`src/rtl/adc_uart_tx.sv`:
```
`default_nettype none
// ============================================================================
// Module  : adc_uart_tx
// Brief   : Snapshots four 16-bit ADC samples and sends them as 12 UART bytes
//           (header 0x90|N, MSB, LSB for N = 0..3), 8E1 framing plus idle gap.
// Revision: 1.0 - initial release
// ============================================================================
module adc_uart_tx #(
  parameter int CLKS_PER_BIT = 4,
  parameter int GAP_BITS     = 1
) (
  input  logic        clk,
  input  logic        rst_n,
  input  logic        start_tx,
  input  logic [15:0] adc_din0,
  input  logic [15:0] adc_din1,
  input  logic [15:0] adc_din2,
  input  logic [15:0] adc_din3,
  output logic        dout,
  output logic        busy,
  output logic        done,
  output logic [15:0] counter_bursts_sent,
  output logic [15:0] counter_start_ignored
);

  localparam int                 c_cnt_w    = $clog2(CLKS_PER_BIT);
  localparam logic [c_cnt_w-1:0] c_cnt_last = c_cnt_w'(CLKS_PER_BIT - 1);
  localparam logic [3:0]         c_gap_last = 4'((GAP_BITS > 0) ? GAP_BITS - 1 : 0);
  localparam logic [1:0]         c_sel_hdr  = 2'd0;
  localparam logic [1:0]         c_sel_msb  = 2'd1;
  localparam logic [1:0]         c_sel_lsb  = 2'd2;

  typedef enum logic [2:0] {
    S_IDLE   = 3'd0,
    S_START  = 3'd1,
    S_DATA   = 3'd2,
    S_PARITY = 3'd3,
    S_STOP   = 3'd4,
    S_GAP    = 3'd5,
    S_DONE   = 3'd6
  } state_t;

  state_t               r_state;
  logic [15:0]          r_din [0:3];
  logic [7:0]           r_shift;
  logic                 r_par;
  logic [c_cnt_w-1:0]   r_cnt;
  logic [2:0]           r_bit;
  logic [3:0]           r_gap;
  logic [1:0]           r_pkt;
  logic [1:0]           r_sel;

  logic                 w_bit_end;
  logic                 w_last_byte;
  logic                 w_byte_done;
  logic [1:0]           w_nxt_sel;
  logic [1:0]           w_nxt_pkt;
  logic [7:0]           w_nxt_byte;

  assign w_bit_end   = (r_cnt == c_cnt_last);
  assign w_last_byte = (r_pkt == 2'd3) && (r_sel == c_sel_lsb);
  assign w_nxt_sel   = (r_sel == c_sel_lsb) ? c_sel_hdr : r_sel + 2'd1;
  assign w_nxt_pkt   = (r_sel == c_sel_lsb) ? r_pkt + 2'd1 : r_pkt;

  // A byte (including its trailing gap) ends either at the stop bit or at the last gap bit.
  assign w_byte_done = w_bit_end &&
                       (((r_state == S_STOP) && (GAP_BITS == 0)) ||
                        ((r_state == S_GAP) && (r_gap == c_gap_last)));

  always_comb begin
    w_nxt_byte = r_din[w_nxt_pkt][7:0];
    case (w_nxt_sel)
      c_sel_hdr: w_nxt_byte = {6'b100100, w_nxt_pkt};
      c_sel_msb: w_nxt_byte = r_din[w_nxt_pkt][15:8];
      default:   w_nxt_byte = r_din[w_nxt_pkt][7:0];
    endcase
  end

  always_ff @(posedge clk or negedge rst_n) begin
    if (!rst_n) begin
      r_state               <= S_IDLE;
      r_din[0]              <= 16'h0000;
      r_din[1]              <= 16'h0000;
      r_din[2]              <= 16'h0000;
      r_din[3]              <= 16'h0000;
      r_shift               <= 8'h00;
      r_par                 <= 1'b0;
      r_cnt                 <= '0;
      r_bit                 <= 3'd0;
      r_gap                 <= 4'd0;
      r_pkt                 <= 2'd0;
      r_sel                 <= c_sel_hdr;
      dout                  <= 1'b1;
      busy                  <= 1'b0;
      done                  <= 1'b0;
      counter_bursts_sent   <= 16'h0000;
      counter_start_ignored <= 16'h0000;
    end else begin
      if (start_tx && (r_state != S_IDLE))
        counter_start_ignored <= counter_start_ignored + 16'd1;

      if ((r_state == S_IDLE) || (r_state == S_DONE))
        r_cnt <= '0;
      else
        r_cnt <= w_bit_end ? '0 : r_cnt + 1'b1;

      case (r_state)
        S_IDLE: begin
          dout <= 1'b1;
          done <= 1'b0;
          if (start_tx) begin
            r_din[0] <= adc_din0;
            r_din[1] <= adc_din1;
            r_din[2] <= adc_din2;
            r_din[3] <= adc_din3;
            r_shift  <= 8'h90;
            r_par    <= ^8'h90;
            r_pkt    <= 2'd0;
            r_sel    <= c_sel_hdr;
            busy     <= 1'b1;
            dout     <= 1'b0;
            r_state  <= S_START;
          end
        end
        S_START: begin
          if (w_bit_end) begin
            dout    <= r_shift[0];
            r_bit   <= 3'd0;
            r_state <= S_DATA;
          end
        end
        S_DATA: begin
          if (w_bit_end) begin
            if (r_bit == 3'd7) begin
              dout    <= r_par;
              r_state <= S_PARITY;
            end else begin
              r_bit   <= r_bit + 3'd1;
              r_shift <= r_shift >> 1;
              dout    <= r_shift[1];
            end
          end
        end
        S_PARITY: begin
          if (w_bit_end) begin
            dout    <= 1'b1;
            r_state <= S_STOP;
          end
        end
        S_STOP: begin
          if (w_bit_end && (GAP_BITS != 0)) begin
            r_gap   <= 4'd0;
            r_state <= S_GAP;
          end
        end
        S_GAP: begin
          if (w_bit_end)
            r_gap <= r_gap + 4'd1;
        end
        S_DONE: begin
          done    <= 1'b0;
          r_state <= S_IDLE;
        end
        default: begin
          dout    <= 1'b1;
          busy    <= 1'b0;
          done    <= 1'b0;
          r_state <= S_IDLE;
        end
      endcase

      // Chain straight into the next byte's start bit, or close out the burst.
      if (w_byte_done) begin
        if (w_last_byte) begin
          dout                <= 1'b1;
          busy                <= 1'b0;
          done                <= 1'b1;
          counter_bursts_sent <= counter_bursts_sent + 16'd1;
          r_state             <= S_DONE;
        end else begin
          r_shift <= w_nxt_byte;
          r_par   <= ^w_nxt_byte;
          r_sel   <= w_nxt_sel;
          r_pkt   <= w_nxt_pkt;
          dout    <= 1'b0;
          r_state <= S_START;
        end
      end
    end
  end

endmodule
`default_nettype wire

```
`config.mk`:
```
export PLATFORM = sky130hd
export DESIGN_NAME = adc_uart_tx
export DESIGN_NICKNAME = d
export VERILOG_FILES = /design/src/rtl/adc_uart_tx.sv
export SDC_FILE = /design/constraint.sdc
export NUM_CORES = 1
export LEC_CHECK = 0
export ABC_AREA = 1
export BUFFER_PORTS_ARGS = -buffer_cell sky130_fd_sc_hd__buf_4
export CORE_MARGIN = 3
export CORE_UTILIZATION = 51
export CTS_CLUSTER_SIZE = 20
export DETAILED_ROUTE_END_ITERATION = 16
export GPL_TIMING_DRIVEN = 0
export PLACE_DENSITY_LB_ADDON = 0.08
export SLEW_MARGIN = 20
export SYNTH_ARGS = -nofsm -noshare
export SYNTH_HDL_FRONTEND = slang
export SYNTH_SLANG_ARGS = --single-unit
export TNS_END_PERCENT = 100
```
`constraint.sdc`:
```
create_clock -name clk -period 1.97 [get_ports clk]
set_input_delay 0.197 -clock clk [delete_from_list [all_inputs] [get_ports clk]]
set_output_delay 0.197 -clock clk [all_outputs]
set_load 0.02 [all_outputs]
```
==> metrics.yaml <==
layout_min_cycle_time_ns: 2.28
postPlaceCellArea_um2: 7270
synth-seq-cells: 124
ys_types: 45
cts_tree: "done"
diodes: 0
fin_nets: 1086
grt_pass1_wl_um: 28500
viasPerCell: 5.28
grtUsageTotal_pct: 26.8
fill_cells: 725
setup_viol: 3
swShare_pct: 38.3
num_rows: 39
synth_largest_area_cell: "dfrtp_1"
power_density_nw_per_um2: 1410
r2r-start: "r_pkt[0]$_DFF_PN0_"
finalPower_mw: 13.5
violations: "negative setup slack"
whs_ns: 0.00283
arrival_ns: 2.60
worstMarginPinSlew_ns: 0.589
outcome: "finished with violations"
clock_power_share_pct: 27.2
root_buffer: "clkbuf_16"
p_leak_nw: 4.93
hp-class: "in2reg"
fmax_mhz: 439
wl_per_cell_um: 16.2
r2r_slack_ns: -0.31
grt_overflow: 0
worstPathMaxFanout: 5
grt_pass1_vias: 6008
peakVddDrop_uv: 767
start_util_pct: 53.7
rsz0062_at_grt: "true"
worstReg2RegEnd: "r_par$_DFF_PN0_"
min_from: "adc_din2[0]"
drc: 0
synth_warnings: 0
core_um2: 11700
avgSynthCellArea_um2: 8.14
syn_nets: 848
clkTransAtPathRegs_ns: 0.06
drv_slew: 0
numPortBuffers: 101
die-area_um2: 13700
yosysTopAreaCellShare_pct: 48.9
finalCritPeriodShare_pct: 116
max_cap_viol_count: 0
ios: 102
syn_to_final_growth_pct: 51.6
finalHoldViolations: 0
postRouteAntennaNets: 0
clock_latency_ns: 0.42
p_comb_share_pct: 44.0
htree_num_levels: 4
cp.required_ns: 2.29
cts_sinks: 124
endpoint_kind: "flop"
wl_um: 18900
die_x_um: 117
clock_skew_ns: 0.00690
p_int_mw: 8.32
ys_top_cells_by_area: "dfrtp_1 49%, nand2_1 16%, nand3_1 5.3%"
cp-start-kind: "flop"
syn_area_um2: 6290
p_seq_share_pct: 28.8
antenna_found_initial: 0
timing.slew.headroom_pct: 60.7
min_to: "r_din[16]$_DFFE_PN0P_"
grt_max_degree: 65
design_area_um2: 9530
dr.pass1.iters: 6
place_congestion: 0.871
fin_ws_ns: -0.308
die_h_um: 117
synth_cells: 773
clk_path_buf_depth: 2
dp_hpwl_um: 11200
p_sw_mw: 5.16
cts_made_buffers: 17
dr_total_vias: 6165
rr_worst_depth: 14
first_iter_violations: 499
final_layout_size_suffix_gt1_share_pct: 32.7
path_class: "reg2reg"
synth_seq_area_share_pct: 49.4
holdPathStages: 3
==> registers in the layout (all words and copies together), names as in the netlist, 2 cells and up <==
register,flops
r_sel,2
r_shift,8
counter_bursts_sent,16
r_gap,4
r_din,64
r_cnt,2
r_bit,3
r_state,3
r_pkt,2
counter_start_ignored,16
==> critical path, cell delays in order (launching register included) <==
cell	delay, ns
dfrtp_2	0.45
ha_4	0.29
o21ai_4	0.22
buf_6	0.17
nand3_1	0.12
nand3_1	0.17
nand3b_1	0.16
nand2_1	0.10
nand2_1	0.08
nand2_1	0.09
nand2_2	0.07
nand2_2	0.09
nand3_2	0.07
nand2_1	0.06
inv_1	0.04
==> metrics by stage <==
step / TNS [ns] / setup slack, ns / utilization [%] / instances
3_3_place_gp: -24.82 / -0.519 / 61.8 / 1017
3_5_place_dp: -27.51 / -0.546 / 62.1 / 1018
5_1_grt: -1.00 / -0.374 / 81.4 / 1167
6_report: -0.360 / -0.308 / 81.4 / 1167
2_1_floorplan: 0 / 0.0324 / - / 773
4_1_cts: -0.114 / -0.0932 / 76.5 / 1135
==> cell families (layout without fill, tap and decap cells) <==
| logic type | after synthesis | count (layout) | synth area share, % |
|---|---|---|---|
| AND/OR/NAND/NOR | 407 | 407 | 29.2 |
| flip-flops | 124 | 124 | 49.4 |
| buffers and inverters | 117 | 368 | 7.82 |
| AO/OA/AOI/OAI | 86 | 86 | 7.62 |
| XOR/XNOR | 30 | 30 | 4.18 |
| adder cells (fa/ha/maj) | 8 | 8 | 1.59 |
| multiplexers | 1 | 1 | 0.179 |
==> repair_timing <==
action                                 4_1_cts  5_1_grt
pin swaps                                   31       67
gates resized for setup                     45       93
endpoints found under the hold margin      112        0
hold buffers                                54        0
setup endpoints to repair                   85       76
setup buffers                               30       31
cloned                                       1        2
==> power by group through the flow <==
stage | Clock, mW | Combinational, mW | Sequential, mW
final | 3.67 | 5.93 | 3.89
after global routing | 3.82 | 6.52 | 3.96
after CTS | 3.69 | 4.70 | 3.85
after detailed placement | 0 | 4.12 | 3.89
after global placement | 0 | 3.97 | 3.86
after floorplan | 0 | 2.90 | 3.90
==> cells in the mapped netlist, drive strengths merged <==
| library cell | number |
|---|---|
| or2 | 1 |
| dfrtp | 123 |
| xnor2 | 5 |
| and3 | 1 |
| a21oi | 9 |
| nor4 | 1 |
| clkinv | 1 |
| nor3b | 1 |
| a22o | 2 |
| nor3 | 12 |
| nand3 | 68 |
| nor2 | 35 |
| buf | 15 |
| clkbuf | 10 |
| nor4b | 1 |
| a32o | 1 |
| a2bb2oi | 1 |
| o31ai | 2 |
| ha | 8 |
| o21ai | 63 |
| nand3b | 3 |
| nand2 | 281 |
| a32oi | 1 |
| o211ai | 1 |
| a31oi | 1 |
| inv | 91 |
| a221oi | 1 |
| xor2 | 25 |
| nand4 | 3 |
| mux2 | 1 |
| o22ai | 4 |
| dfstp | 1 |
==> area by class of cell <==
class                           instances  area (µm²)  share of cell area (%)
Multi-Input combinational cell        532        3130                    32.8
Sequential cell                       124        3110                    32.6
Timing Repair Buffer                  219        1870                    19.6
Clock buffer                           22         494                    5.19
Inverter                               92         355                    3.73
Clock inverter                         10         208                    2.18
Buffer                                 25         195                    2.05
Tap cell                              143         179                    1.88
==> metal layers <==
layer | GRT usage [%] | share of wire, % | vias up
li1 | - | - | 2922
met1 | 35.3 | 41 | 2900
met2 | 43.7 | 50 | 291
met3 | 6.99 | 7.1 | 52
met4 | 8.41 | 2.6 | 0
met5 | 0 | 0 | -
==> layout by cell type (no fill, tap or decap), types with 10 or more instances in the layout <==
master         instances
buf_4                159
clkbuf_1              10
clkbuf_16             18
dfrtp_1              122
dlygate4sd3_1         54
inv_1                 74
inv_2                 15
nand2_1              235
nand2_2               29
nand2_4               15
nand3_1               41
nand3_2               20
nor2_1                17
nor2_4                10
o21ai_0               59
xor2_1                25
==> worst max path at each step <==
stage | depth (start not counted) | end | slack, ns | start
after floorplan | 17 | r_par$_DFF_PN0_ | 0.03 | r_pkt[0]$_DFF_PN0_
after global placement | 8 | r_din[33]$_DFFE_PN0P_ | -0.52 | r_state[0]$_DFFE_PN0P_
after detailed placement | 8 | r_din[48]$_DFFE_PN0P_ | -0.55 | r_state[0]$_DFFE_PN0P_
after CTS | 17 | r_par$_DFF_PN0_ | -0.09 | r_pkt[0]$_DFF_PN0_
after global routing | 14 | r_par$_DFF_PN0_ | -0.37 | r_pkt[0]$_DFF_PN0_
final | 14 | r_par$_DFF_PN0_ | -0.31 | r_pkt[0]$_DFF_PN0_
(Power assumes the default switching activity.)
